--- src/rtl/pipe_hazard_ctrl_pkg.sv ---
`default_nettype none
// ============================================================================
//  Module   : pipe_hazard_ctrl_pkg
//  Purpose  : Shared types and constants for the pipeline hazard sequencer.
//  Revision : 1.0  initial release
// ============================================================================
package pipe_hazard_ctrl_pkg;

    // Sequencer states; encoding is fixed so debug probes read consistently.
    typedef enum logic [1:0] {
        RUN = 2'd0,
        DIV = 2'd1,
        EXC = 2'd2
    } hz_state_t;

    // Default register-address width of the integer register file.
    localparam int c_reg_aw_default = 5;

    // Architectural zero register; never a real dependency source.
    localparam int c_zero_reg = 0;

endpackage : pipe_hazard_ctrl_pkg
`default_nettype wire

--- src/rtl/pipe_div_timer.sv ---
`default_nettype none
// ============================================================================
//  Module   : pipe_div_timer
//  Purpose  : Divide occupancy counter. Loaded with DIV_CYCLES-1 when a
//             divide starts, counts down while the divide is held in EX,
//             and is forced to zero when an exception aborts the divide.
//  Revision : 1.0  initial release
// ============================================================================
module pipe_div_timer #(
    parameter int DIV_CYCLES = 32,
    parameter int CNT_W      = $clog2(DIV_CYCLES)
) (
    input  logic clk,
    input  logic rst,
    input  logic load,
    input  logic dec,
    input  logic abort,
    output logic cnt_zero
);

    localparam logic [CNT_W-1:0] C_LOAD_VAL = CNT_W'(DIV_CYCLES - 1);

    logic [CNT_W-1:0] r_cnt;

    // Abort beats load so an exception in the start cycle leaves no residue.
    always_ff @(posedge clk) begin
        if (rst) begin
            r_cnt <= '0;
        end else if (abort) begin
            r_cnt <= '0;
        end else if (load) begin
            r_cnt <= C_LOAD_VAL;
        end else if (dec && (r_cnt != '0)) begin
            r_cnt <= r_cnt - CNT_W'(1);
        end
    end

    assign cnt_zero = (r_cnt == '0);

endmodule : pipe_div_timer
`default_nettype wire

--- src/rtl/pipe_hazard_ctrl.sv ---
`default_nettype none
// ============================================================================
//  Module   : pipe_hazard_ctrl
//  Purpose  : Central stall/flush sequencer for the 5-stage pipeline.
//             Priority per cycle: MEM exception > EX divide > ID load-use >
//             ID taken branch. All controls are combinational from the
//             state, the divide counter and the hazard inputs.
//  Options  : PIPE_HAZARD_PERF_EN - enables the stall/flush perf counters;
//             when undefined the counter ports are tied to zero.
//  Revision : 1.0  initial release
// ============================================================================
module pipe_hazard_ctrl
    import pipe_hazard_ctrl_pkg::*;
#(
    parameter int DIV_CYCLES = 32,
    parameter int REG_AW     = c_reg_aw_default
) (
    input  logic              clk,
    input  logic              rst,
    input  logic [REG_AW-1:0] rsD,
    input  logic [REG_AW-1:0] rtD,
    input  logic [REG_AW-1:0] rtE,
    input  logic              memtoregE,
    input  logic              divstartE,
    input  logic              branch_takenD,
    input  logic              excM,
    output logic              stallF,
    output logic              stallD,
    output logic              stallE,
    output logic              flushD,
    output logic              flushE,
    output logic              flushM,
    output logic              exc_redirect,
    output logic              div_done,
    output logic              busy,
    output logic [31:0]       perf_stall_cnt,
    output logic [31:0]       perf_flush_cnt
);

    localparam int CNT_W = $clog2(DIV_CYCLES);
    localparam logic [REG_AW-1:0] C_ZERO = REG_AW'(c_zero_reg);

    hz_state_t r_state;
    hz_state_t w_state_nx;

    logic w_load_use;
    logic w_lower_en;
    logic w_div_load;
    logic w_div_dec;
    logic w_div_abort;
    logic w_cnt_zero;

    // Divide occupancy counter.
    pipe_div_timer #(
        .DIV_CYCLES (DIV_CYCLES),
        .CNT_W      (CNT_W)
    ) u_div_timer (
        .clk      (clk),
        .rst      (rst),
        .load     (w_div_load),
        .dec      (w_div_dec),
        .abort    (w_div_abort),
        .cnt_zero (w_cnt_zero)
    );

    // A load in EX whose destination feeds either ID source must stall ID.
    assign w_load_use = memtoregE && (rtE != C_ZERO) &&
                        ((rtE == rsD) || (rtE == rtD));

    // State register.
    always_ff @(posedge clk) begin
        if (rst) begin
            r_state <= RUN;
        end else begin
            r_state <= w_state_nx;
        end
    end

    // Next-state and pipeline controls; reset forces every control low.
    always_comb begin
        w_state_nx   = r_state;
        w_div_load   = 1'b0;
        w_div_dec    = 1'b0;
        w_div_abort  = 1'b0;
        w_lower_en   = 1'b0;
        stallF       = 1'b0;
        stallD       = 1'b0;
        stallE       = 1'b0;
        flushD       = 1'b0;
        flushE       = 1'b0;
        flushM       = 1'b0;
        exc_redirect = 1'b0;
        div_done     = 1'b0;
        busy         = 1'b0;

        if (!rst) begin
            busy = (r_state != RUN);
            if (excM) begin
                // Exception flushes everything younger and kills any divide.
                flushD       = 1'b1;
                flushE       = 1'b1;
                flushM       = 1'b1;
                exc_redirect = (r_state == EXC);
                w_div_abort  = 1'b1;
                w_state_nx   = EXC;
            end else begin
                case (r_state)
                    RUN: begin
                        if (divstartE) begin
                            stallF     = 1'b1;
                            stallD     = 1'b1;
                            stallE     = 1'b1;
                            flushM     = 1'b1;
                            w_div_load = 1'b1;
                            w_state_nx = DIV;
                        end else begin
                            w_lower_en = 1'b1;
                        end
                    end
                    DIV: begin
                        if (!w_cnt_zero) begin
                            // Same divide still held in EX; divstartE ignored.
                            stallF    = 1'b1;
                            stallD    = 1'b1;
                            stallE    = 1'b1;
                            flushM    = 1'b1;
                            w_div_dec = 1'b1;
                        end else begin
                            // Release cycle: lower hazards resolve normally.
                            div_done   = 1'b1;
                            w_lower_en = 1'b1;
                            w_state_nx = RUN;
                        end
                    end
                    EXC: begin
                        exc_redirect = 1'b1;
                        flushD       = 1'b1;
                        w_state_nx   = RUN;
                    end
                    default: begin
                        w_state_nx = RUN;
                    end
                endcase

                if (w_lower_en) begin
                    if (w_load_use) begin
                        stallF = 1'b1;
                        stallD = 1'b1;
                        flushE = 1'b1;
                    end else if (branch_takenD) begin
                        // Branch only redirects when IF/ID is not held.
                        flushD = 1'b1;
                    end
                end
            end
        end
    end

`ifdef PIPE_HAZARD_PERF_EN
    logic [31:0] r_perf_stall_cnt;
    logic [31:0] r_perf_flush_cnt;

    // Free-running stall/flush event counters, wrapping modulo 2^32.
    always_ff @(posedge clk) begin
        if (rst) begin
            r_perf_stall_cnt <= '0;
            r_perf_flush_cnt <= '0;
        end else begin
            if (stallF) begin
                r_perf_stall_cnt <= r_perf_stall_cnt + 32'd1;
            end
            if (flushD || flushE || flushM) begin
                r_perf_flush_cnt <= r_perf_flush_cnt + 32'd1;
            end
        end
    end

    assign perf_stall_cnt = r_perf_stall_cnt;
    assign perf_flush_cnt = r_perf_flush_cnt;
`else
    assign perf_stall_cnt = 32'd0;
    assign perf_flush_cnt = 32'd0;
`endif

endmodule : pipe_hazard_ctrl
`default_nettype wire

--- config.mk ---
export PLATFORM = sky130hd
export DESIGN_NAME = pipe_hazard_ctrl
export DESIGN_NICKNAME = d
export VERILOG_FILES = /design/src/rtl/pipe_hazard_ctrl_pkg.sv /design/src/rtl/pipe_div_timer.sv /design/src/rtl/pipe_hazard_ctrl.sv
export SDC_FILE = /design/constraint.sdc
export NUM_CORES = 1
export LEC_CHECK = 0
export ABC_AREA = 0
export ABC_CLOCK_PERIOD_IN_PS = 2750
export BUFFER_PORTS_ARGS = -buffer_cell sky130_fd_sc_hd__buf_2
export CAP_MARGIN = 20
export CORE_MARGIN = 2
export CORE_UTILIZATION = 38
export DETAILED_ROUTE_END_ITERATION = 8
export HOLD_SLACK_MARGIN = 0.05
export PLACE_DENSITY_LB_ADDON = 0.3
export SYNTH_ARGS = -nofsm -noshare
export SYNTH_HDL_FRONTEND = slang
export SYNTH_SLANG_ARGS = --single-unit
--- constraint.sdc ---
create_clock -name clk -period 2.75 [get_ports clk]
set_input_delay 0.4125 -clock clk [delete_from_list [all_inputs] [get_ports clk]]
set_output_delay 0.4125 -clock clk [all_outputs]
set_load 0.01 [all_outputs]
Yosys cells after proc, flatten, opt, wreduce, memory -nomap -nowiden. Cells that the tools add are included.

Output and inout bits: 73. Input bits: 21. Word-level logic and storage cells: 72. Bits in registers: 7.

Reduce and logical (&&, ||, !) cells: 14. Equal/unequal tests: 8. Mux-type cells: 46. $add $sub $neg: 1.

Operators by type and width (number): 1-bit 2-to-1 mux (38); 5-bit == test (2); 5-bit 2-to-1 mux (2); 5-bit nonzero test (2); 2-bit 2-to-1 mux (3); 3-bit != test (second input constant) (2); 5-bit logical NOT (1); 5-bit by 1-bit subtractor with 5-bit output (second input constant) (1); 2-bit != test (second input constant) (2); 1-bit one-hot mux with 2 select lines (2); 2-bit one-hot mux with 2 select lines (1); 2-bit AND reduction (2); 2-bit nonzero test (2); 2-bit OR reduction (2); 1-bit logical AND (3); 2-bit by 1-bit == test with 1-bit output (second input constant) (1); 2-bit == test (second input constant) (1); 2-bit logical NOT (1); 1-bit logical OR (1).

Depth between registers and ports, before layout. Gate-level depths: netlist of the first run.

Depth in word-level cells: 8. Mapped depth: 8.

Modules after synthesis. Synthesis of the first run repeated with hierarchy kept, for this count alone.

Cell total of the unflattened synthesis: 142. Area, all modules: 1087.3 um^2.

By module, submodules not included: pipe_hazard_ctrl (times used 1, cells each 112, sequential area each 40.0 um^2, area an instance 808.3 um^2); pipe_div_timer (times used 1, cells each 30, sequential area each 100.1 um^2, area an instance 279.0 um^2).

Worst setup path before layout of the first run. Ideal clock, no wire load.

Path type: register to output. Start point: register u_div_timer.r_cnt[0]. End point: output port flushD. Slack: 558 ps. Cell stages (with the launch flop): 8. Data arrival time: 1779 ps. Cell sequence: dfxtp_1 inv_1 ha_1 or4b_1 buf_2 o31a_1 o32a_1 o31ai_1.

Longest elaborated chain between the ends: 8.

RTL lines: from (decl) (line pipe_div_timer.sv:23) `logic [CNT_W-1:0] r_cnt;`; from (signal assigned) (line pipe_div_timer.sv:34) `r_cnt <= r_cnt - CNT_W'(1);`; 5-bit logical NOT (line pipe_div_timer.sv:38) `assign cnt_zero = (r_cnt == '0);`; 1-bit 2-to-1 mux (line pipe_hazard_ctrl.sv:121) `if (!w_cnt_zero) begin`; 1-bit one-hot mux with 2 select lines (line pipe_hazard_ctrl.sv:107) `case (r_state)`; 1-bit 2-to-1 mux (line pipe_hazard_ctrl.sv:98) `if (excM) begin`; 1-bit 2-to-1 mux (line pipe_hazard_ctrl.sv:96) `if (!rst) begin`; 1-bit 2-to-1 mux (line pipe_hazard_ctrl.sv:145) `if (w_lower_en) begin`; 1-bit 2-to-1 mux (line pipe_hazard_ctrl.sv:98); 1-bit 2-to-1 mux (line pipe_hazard_ctrl.sv:96); to (decl) (line pipe_hazard_ctrl.sv:30) `output logic flushD,`.

No other way between the ends. The select of a mux whose other input is x is not followed.

Worst setup path after layout of the first run. Ends and elaborated chain as after synthesis.

==> metrics.yaml, run 1 <==
synthesis:
  ys_warn_count: 0
  yosysTopAreaCell: "buf_4"
  yosys_register_bits: 7
  synthArstFlopShare: 0
  synth.top_cell.area_share: 0.467
  synth_flop_cell: "dfxtp_1"
  synth_area_um2: 1050
  syn_avg_cell_area_um2: 7.64
  synth-edff-count: 0
  yosys-top-cells-area: "buf_4, dfxtp_1, xnor2_1, a21oi_1, xor2_1"
  seq_area_frac_synth: 0.134
  yosysUniqueCellTypes: 31
  syn_inst: 137
outcome:
  status: "finished clean"
final_layout:
  layout_common_cells: "conb_1, buf_2, xnor2_1"
  final_common_cell: "conb_1"
  nets: 190
  antenna_cells: 0
  flow.area_growth_from_synthesis_pct: -4.43
  drive_gt1_frac: 0.217
timing:
  timing.final.crit_share: 0.932
  setup_viol: 0
  rsz0062_at_grt: "false"
  holdWs_ns: 0.445
  hold_viol_final: 0
  clock.fmax_mhz: 390
  finalSetupTns_ns: 0
  post-route-min-period_ns: 2.56
  slew_viol_final: 0
  fin_skew_ns: 0.00773
setup_path:
  worstSetupPathType: "register to output pin"
  critPathCaptureType: "output pin"
  worstSetupStartpointType: "register"
  crit_fanout: 6
  cp.required_ns: 2.34
  arrival_ns: 2.15
cts:
  h-tree-depth: 1
  clkLatencyLatePin_ns: 0.25
  clock-root-buffer: "clkbuf_4"
  path_clk_slew_ns: 0.05
  clockBufferDepth: 2
  numCtsBuffers: 3
  cts.sinks: 7
  cts_tree: "built"
route:
  route.detailed.drc: 0
  ant_nets: 0
  drtPass1Iterations: 4
  vias_per_cell: 3.81
  num_vias: 750
  dr.max_layer_used: "met4"
  drt_iter0_markers: 12
  routedLengthMet1_um: 604
  dr_wl_met3_um: 204
  dr_wl_met2_um: 717
  wl_mm: 1.55
  wl_per_cell_um: 7.85
floorplan:
  coreArea_um2: 2690
  die_x_um: 56.5
  die_area_um2: 3190
  ios: 94
  initial_core_util: 0.389
  rows: 19
  dieHeight_um: 56.5
power_and_ir_drop:
  p_per_area_nw_per_um2: 334
  power_leakage_nw: 0.539
  vdd_ir_drop_max_mv: 0.195
  finalPower_mw: 0.334
placed_design:
  dpl.hpwl_mm: 1.37
  portBuffers: 29
  gp_congestion: 0.713
global_routing:
  antenna_found_initial: 0
  grt_pass1_wl_mm: 2.18
  grt_max_degree: 10
  grt_util_all_layers: 0.0876
  grt_pass1_vias: 492
  grt_overflow: 0
min_path:
  hp-class: "input port to register"
run:
  maxCapViolCount: 0
-- final timing paths --
path | end | slack [ns] | cells after the start | startpoint
max | flushD | 0.19 | 7 | u_div_timer.r_cnt[0]$_SDFFE_PP0P_
max reg2reg | u_div_timer.r_cnt[0]$_SDFFE_PP0P_ | 1.13 | 6 | u_div_timer.r_cnt[0]$_SDFFE_PP0P_
min reg2reg | u_div_timer.r_cnt[1]$_SDFFE_PP0P_ | 0.50 | 2 | u_div_timer.r_cnt[1]$_SDFFE_PP0P_
min | r_state[1]$_SDFFE_PP0P_ | 0.44 | 2 | rst
-- kinds of logic after synthesis --
kind of cell,count (synthesis),synth area share
other,1,0.00359
AO/OA/AOI/OAI,16,0.0993
flip-flops,7,0.134
buffers and inverters,71,0.489
adder cells (fa/ha/maj),2,0.0239
AND/OR/NAND/NOR,26,0.133
XOR/XNOR,14,0.117
-- report_power, final --
part           leakage (nW)  internal (mW)  total, mW  switching (mW)
Combinational         0.466         0.0446      0.127          0.0829
Sequential           0.0575          0.107      0.112         0.00508
Clock                0.0150         0.0555     0.0944          0.0390
Total                 0.539          0.207      0.334           0.127
-- worst max-delay path, stage by stage (launching register included) --
cell and delay (ns):
dfxtp_1 0.30, inv_1 0.10, ha_1 0.15, or4b_4 0.49, o31a_1 0.29, o32a_1 0.35
o31ai_1 0.06, buf_2 0.16
-- through the flow --
stage | setup slack, ns | std cells | area [um2] | utilization
final | 0.187 | 197 | 1000 | 0.372
after global routing | 0.0605 | 197 | 1000 | 0.372
after CTS | 0.105 | 197 | 996 | 0.371
after detailed placement | 0.379 | 193 | 970 | 0.361
after global placement | 0.408 | 193 | 970 | 0.361
after floorplan | 0.558 | 200 | 1280 | -
-- state kept, by name (all words and copies together) (netlist names) --
| signal | count |
|---|---|
| u_div_timer.r_cnt | 5 |
| r_state | 2 |
-- cell type report --
| type | instances | area (um2) |
|---|---|---|
| Clock buffer | 4 | 26.3 |
| Fill cell | 307 | 1690 |
| Inverter | 4 | 15.0 |
| Multi-Input combinational cell | 122 | 634 |
| Sequential cell | 7 | 140 |
| Tap cell | 31 | 38.8 |
| Timing Repair Buffer | 29 | 145 |
-- synth_stat cells (all sizes together) (2+ instances only) --
cell type / instances
nand2: 5
a21oi: 7
xor2: 3
or2: 2
nor3b: 2
inv: 4
ha: 2
nand3: 4
a31oi: 2
dfxtp: 7
buf: 66
nor2: 5
xnor2: 11
-- what timing repair did --
item                       in CTS  in global routing
setup endpoints to repair       0                  1
resized for setup               0                  1
hold buffers                    0                  0
buffers inserted                0                  0
-- routing by layer --
| metal | global-route usage | up-vias |
|---|---|---|
| li1 | - | 375 |
| met1 | 0.109 | 320 |
| met2 | 0.130 | 53 |
| met3 | 0.0369 | 2 |
| met4 | 0.0408 | 0 |
| met5 | 0 | - |
Power figures use the tool's default switching activity.
==> run 2, diff against run 1 <==
- CORE_MARGIN: 2 -> unset
==> run 2 against run 1 <==
  * Setup slack lost 0.050 ns
  * Sequential share of layout area hardly changed
  * Routed wire length grew 4.7%
  * Count of clock-buffer cells in the layout did not move
  * Maximum frequency decreased by 1.9%
  * Hold slack got worse by 0.024 ns
  * Final cell count down 0.51%
  * Clock skew decreased by 0.0045 ns
  * Combinational power barely moved
  * Clock power up 3.6%
  * Critical path type unchanged
  * Critical endpoint unchanged
==> metrics.yaml, run 2 (synthesized netlist as in run 1, its figures left out) <==
route:
  route.detailed.drc: 0
  drtPass1Iterations: 4
  vias_per_cell: 3.96
  drt_iter0_markers: 7
  ant_nets: 0
  wl_mm: 1.62
  num_vias: 777
  wl_per_cell_um: 8.26
final_layout:
  nFillCells: 287
  top_regs: "u_div_timer.r_cnt (5), r_state (2)"
  flow.area_growth_from_synthesis_pct: -4.55
  nets: 190
  largest_reg_flops: 5
  regMostFlops: "u_div_timer.r_cnt"
  layout_common_cells: "conb_1, buf_2, xnor2_1"
  antenna_cells: 0
  drive_gt1_frac: 0.217
  final_common_cell: "conb_1"
  layout.cells.non_filler: 196
  fin_util: 0.392
floorplan:
  rows: 18
  ios: 94
  dieHeight_um: 54.5
  die_x_um: 54.5
  initial_core_util: 0.411
  coreArea_um2: 2540
  die_area_um2: 2970
timing:
  setup_slack_ns: 0.137
  setup_viol: 0
  timing.final.crit_share: 0.950
  hold_viol_final: 0
  post-route-min-period_ns: 2.61
  rsz0062_at_grt: "false"
  finalSetupTns_ns: 0
  slew_viol_final: 0
  fin_skew_ns: 0.00321
  clock.fmax_mhz: 383
setup_path:
  worstSetupPathType: "register to output pin"
  crit_fanout: 6
  path_depth: 7
  critPathCaptureType: "output pin"
  critical_path.endpoint: "flushD"
  max_stage_delay_ns: 0.49
  arrival_ns: 2.20
  r2r_start: "u_div_timer.r_cnt[0]$_SDFFE_PP0P_"
  critical-path-slowest-cell: "or4b_4"
  reg2regPathDepth: 6
  cp.required_ns: 2.34
  startpoint: "u_div_timer.r_cnt[0]$_SDFFE_PP0P_"
  worstPathCellList: "inv_1 -> ha_1 -> or4b_4 -> o31a_1 -> o32a_1 -> o31ai_1 -> buf_2"
  cp_top_family: "compound AO/OA/AOI/OAI gates"
  worstSetupStartpointType: "register"
  r2r_setup_slack_ns: 1.10
  critPathBufInv: 2
  r2r_end: "u_div_timer.r_cnt[0]$_SDFFE_PP0P_"
global_routing:
  grt_util_all_layers: 0.117
  grt_pass1_wl_mm: 2.40
  grt_pass1_vias: 570
  grt_max_degree: 10
  grt_overflow: 0
  antenna_found_initial: 0
cts:
  cts.sinks: 7
  path_clk_slew_ns: 0.05
  hold_buffers: 0
  cts_tree: "built"
  clock-root-buffer: "clkbuf_4"
  numCtsBuffers: 3
  cts.repair.resized: 0
  cts_setup_buffers: 0
  h-tree-depth: 1
  clkLatencyLatePin_ns: 0.26
  clockBufferDepth: 2
power_and_ir_drop:
  comb_power_share: 0.378
  p_int_mw: 0.207
  power_leakage_nw: 0.539
  switchingPower_mw: 0.131
  pwr-share-seq: 0.333
  swShare: 0.388
  p_per_area_nw_per_um2: 339
  vdd_ir_drop_max_mv: 0.194
  clock_power_share: 0.289
placed_design:
  pre_cts_ws_ns: 0.348
  gp_congestion: 0.719
  placedCellCount: 192
  dpl.hpwl_mm: 1.35
  portBuffers: 29
min_path:
  hp-class: "input port to register"
run:
  maxCapViolCount: 0
outcome:
  status: "finished clean"
## run 2: worst min path at each step
stage                                      startpoint                                end  slack (ns)  depth (start not counted)
finish                                           excM            r_state[1]$_SDFFE_PP0P_        0.42                          3
global route                                      rst            r_state[1]$_SDFFE_PP0P_        0.44                          2
CTS                                               rst            r_state[1]$_SDFFE_PP0P_        0.41                          2
detailed placement  u_div_timer.r_cnt[1]$_SDFFE_PP0P_  u_div_timer.r_cnt[1]$_SDFFE_PP0P_        0.50                          2
global placement    u_div_timer.r_cnt[1]$_SDFFE_PP0P_  u_div_timer.r_cnt[1]$_SDFFE_PP0P_        0.48                          2
floorplan           u_div_timer.r_cnt[1]$_SDFFE_PP0P_  u_div_timer.r_cnt[1]$_SDFFE_PP0P_        0.47                          2
## run 2: area by class of cell
cell class	instances	area [um2]	share of cell area
clock buffer	4	26.3	0.0263
sequential	7	140	0.140
inverter	4	15.0	0.0150
tap	30	37.5	0.0376
multi-input combinational	122	634	0.635
timing repair buffer	29	145	0.145
## run 2: power groups by stage
stage	clock (mW)	sequential, mW	combinational (mW)
6_report	0.0978	0.113	0.128
5_1_grt	0.110	0.113	0.144
4_1_cts	0.105	0.112	0.125
3_5_place_dp	0	0.114	0.125
3_3_place_gp	0	0.114	0.123
2_1_floorplan	0	0.113	0.161
## run 2: tightest hold or removal path, stage by stage
cell and delay, ns:
buf_2 0.11, inv_1 0.06, nor2_1 0.05
## run 2: routing by layer
layer,part of all wire,GRT usage
met5,0,0
met4,0.028,0.0897
met3,0.10,0.0333
met2,0.46,0.177
met1,0.41,0.137
## run 2: metrics by stage
stage / total power, mW / instance area (um2) / hold slack [ns]
after global routing: 0.367 / 998 / 0.438
after CTS: 0.342 / 995 / 0.410
after detailed placement: 0.239 / 968 / 0.495
final: 0.338 / 998 / 0.421
after global placement: 0.237 / 968 / 0.481
after floorplan: 0.274 / 1280 / 0.468
==> run 3, diff against run 2 <==
- SETUP_SLACK_MARGIN: unset -> 0.5
==> run 3 against run 2 <==
  * Power up 9.3%
  * Largest power group unchanged
  * Register-to-register slack worse by 0.20 ns
  * Global-route usage up 0.97 points
  * Setup slack better by 0.15 ns
  * Combinational power up 23%
  * Clock power up 1%
  * Sequential cell count unchanged
  * Clock skew down 0.0015 ns
  * Highest routed layer unchanged
  * Critical endpoint unchanged
  * Maximum frequency up 6.1%
  * Largest cell class unchanged
==> metrics.yaml, run 3 (synthesized netlist as in run 1, its figures left out) <==
outcome:
  status: "finished clean"
timing:
  slew_headroom: 0.633
  rsz0062_at_grt: "true"
  holdWs_ns: 0.416
  slew_viol_final: 0
  post-route-min-period_ns: 2.46
  finalSetupTns_ns: 0
  clock.fmax_mhz: 406
  fin_skew_ns: 0.00171
  hold_viol_final: 0
  timing.final.crit_share: 0.896
  worstMarginPinSlew_ns: 0.549
  setup_viol: 0
global_routing:
  grt_util_all_layers: 0.127
  grt_pass1_vias: 606
  antenna_found_initial: 0
  grt_overflow: 0
  grt_pass1_wl_mm: 2.59
  grt_max_degree: 10
floorplan:
  initial_core_util: 0.411
  die_area_um2: 2970
  dieHeight_um: 54.5
  ios: 94
  coreArea_um2: 2540
  rows: 18
  die_x_um: 54.5
cts:
  clock-root-buffer: "clkbuf_4"
  path_clk_slew_ns: 0.05
  clkLatencyLatePin_ns: 0.26
  numCtsBuffers: 3
  cts_tree: "built"
  h-tree-depth: 1
  cts.sinks: 7
  clockBufferDepth: 2
power_and_ir_drop:
  power_leakage_nw: 0.575
  p_per_area_nw_per_um2: 333
  vdd_ir_drop_max_mv: 0.205
setup_path:
  worstPathCellList: "inv_2 -> ha_4 -> or4b_4 -> o31a_1 -> o32a_1 -> o31ai_1 -> buf_2"
  max_stage_delay_ns: 0.46
  cp.required_ns: 2.34
  critical-path-slowest-cell: "or4b_4"
  reg2regPathDepth: 9
  r2r_start: "u_div_timer.r_cnt[0]$_SDFFE_PP0P_"
  critPathCaptureType: "output pin"
  startpoint: "u_div_timer.r_cnt[0]$_SDFFE_PP0P_"
  worstSetupStartpointType: "register"
  arrival_ns: 2.05
  worstSetupPathType: "register to output pin"
  crit_fanout: 3
final_layout:
  nFillCells: 283
  top_regs: "u_div_timer.r_cnt (5), r_state (2)"
  regMostFlops: "u_div_timer.r_cnt"
  final_common_cell: "conb_1"
  fin_util: 0.436
  layout.cells.non_filler: 202
  largest_reg_flops: 5
  flow.area_growth_from_synthesis_pct: 6.10
  seq_area_um2: 143
  drive_gt1_frac: 0.291
  stdcell_area_um2: 1110
  nets: 196
  antenna_cells: 0
  multi_input_area_um2: 682
  layout_common_cells: "conb_1, buf_2, xnor2_1"
route:
  ant_nets: 0
  route.detailed.drc: 0
  num_vias: 803
  drtPass1Iterations: 4
  wl_per_cell_um: 8.99
  drt_iter0_markers: 13
  vias_per_cell: 3.98
  wl_mm: 1.82
placed_design:
  placed_cell_area_um2: 968
  portBuffers: 29
  gp_congestion: 0.719
  dpl.hpwl_mm: 1.35
  placedCellCount: 192
min_path:
  hold_depth: 2
  hp-class: "input port to register"
  hold_start: "rst"
run:
  maxCapViolCount: 0
-- run 3: cell types whose count changed in the layout (fill, tap and decap cells not counted), moves of 2 or more --
cell     previous run  this run
dfxtp_1             7         5
inv_2               0         2
dfxtp_2             0         2
buf_4               0         5
buf_2              29        27
buf_6               0         3
inv_1               4         2
-- run 3: worst max-delay path: cells and delay by family, from the launching register on --
| kind | cells | cell delay (ns) |
|---|---|---|
| AND/OR/NAND/NOR | 1 | 0.46 |
| flip-flops | 1 | 0.33 |
| buffers and inverters | 2 | 0.25 |
| adder cells (fa/ha/maj) | 1 | 0.12 |
| AO/OA/AOI/OAI | 3 | 0.64 |
-- run 3: final timing paths --
kind                            slack, ns                                 to
worst max-delay path                 0.29                             flushD
worst min-delay path                 0.42            r_state[1]$_SDFFE_PP0P_
worst max register to register       0.90  u_div_timer.r_cnt[4]$_SDFFE_PP0P_
worst min register to register       0.61  u_div_timer.r_cnt[3]$_SDFFE_PP0P_
-- run 3: stage by stage --
stage / setup slack (ns) / power, mW
floorplan: 0.558 / 0.274
global placement: 0.408 / 0.237
detailed placement: 0.348 / 0.239
CTS: 0.243 / 0.355
global route: 0.199 / 0.398
finish: 0.287 / 0.369
-- run 3: timing repair --
item	in CTS	in global routing
pin swaps	3	1
setup endpoints to repair	7	5
gates resized for setup	10	6
hold buffers	0	0
buffers inserted	3	3
hold endpoints to repair	0	0
-- run 3: final cells by class --
type                            count  area share
Multi-Input combinational cell    122       0.614
Sequential cell                     7       0.129
Timing Repair Buffer               35       0.186
Tap cell                           30      0.0338
Clock buffer                        4      0.0237
Inverter                            4      0.0135
-- run 3: power by group --
| part | internal (mW) | switching, mW |
|---|---|---|
| Combinational | 0.0615 | 0.0953 |
| Sequential | 0.107 | 0.00616 |
| Clock | 0.0557 | 0.0435 |
| Total | 0.224 | 0.145 |
-- run 3: per-layer routing --
layer | track usage | up-vias | wire length [um]
li1 | - | 388 | -
met1 | 0.140 | 354 | 690
met2 | 0.207 | 56 | 931
met5 | 0 | - | 0
met3 | 0.0333 | 5 | 145
met4 | 0.0897 | 0 | 48
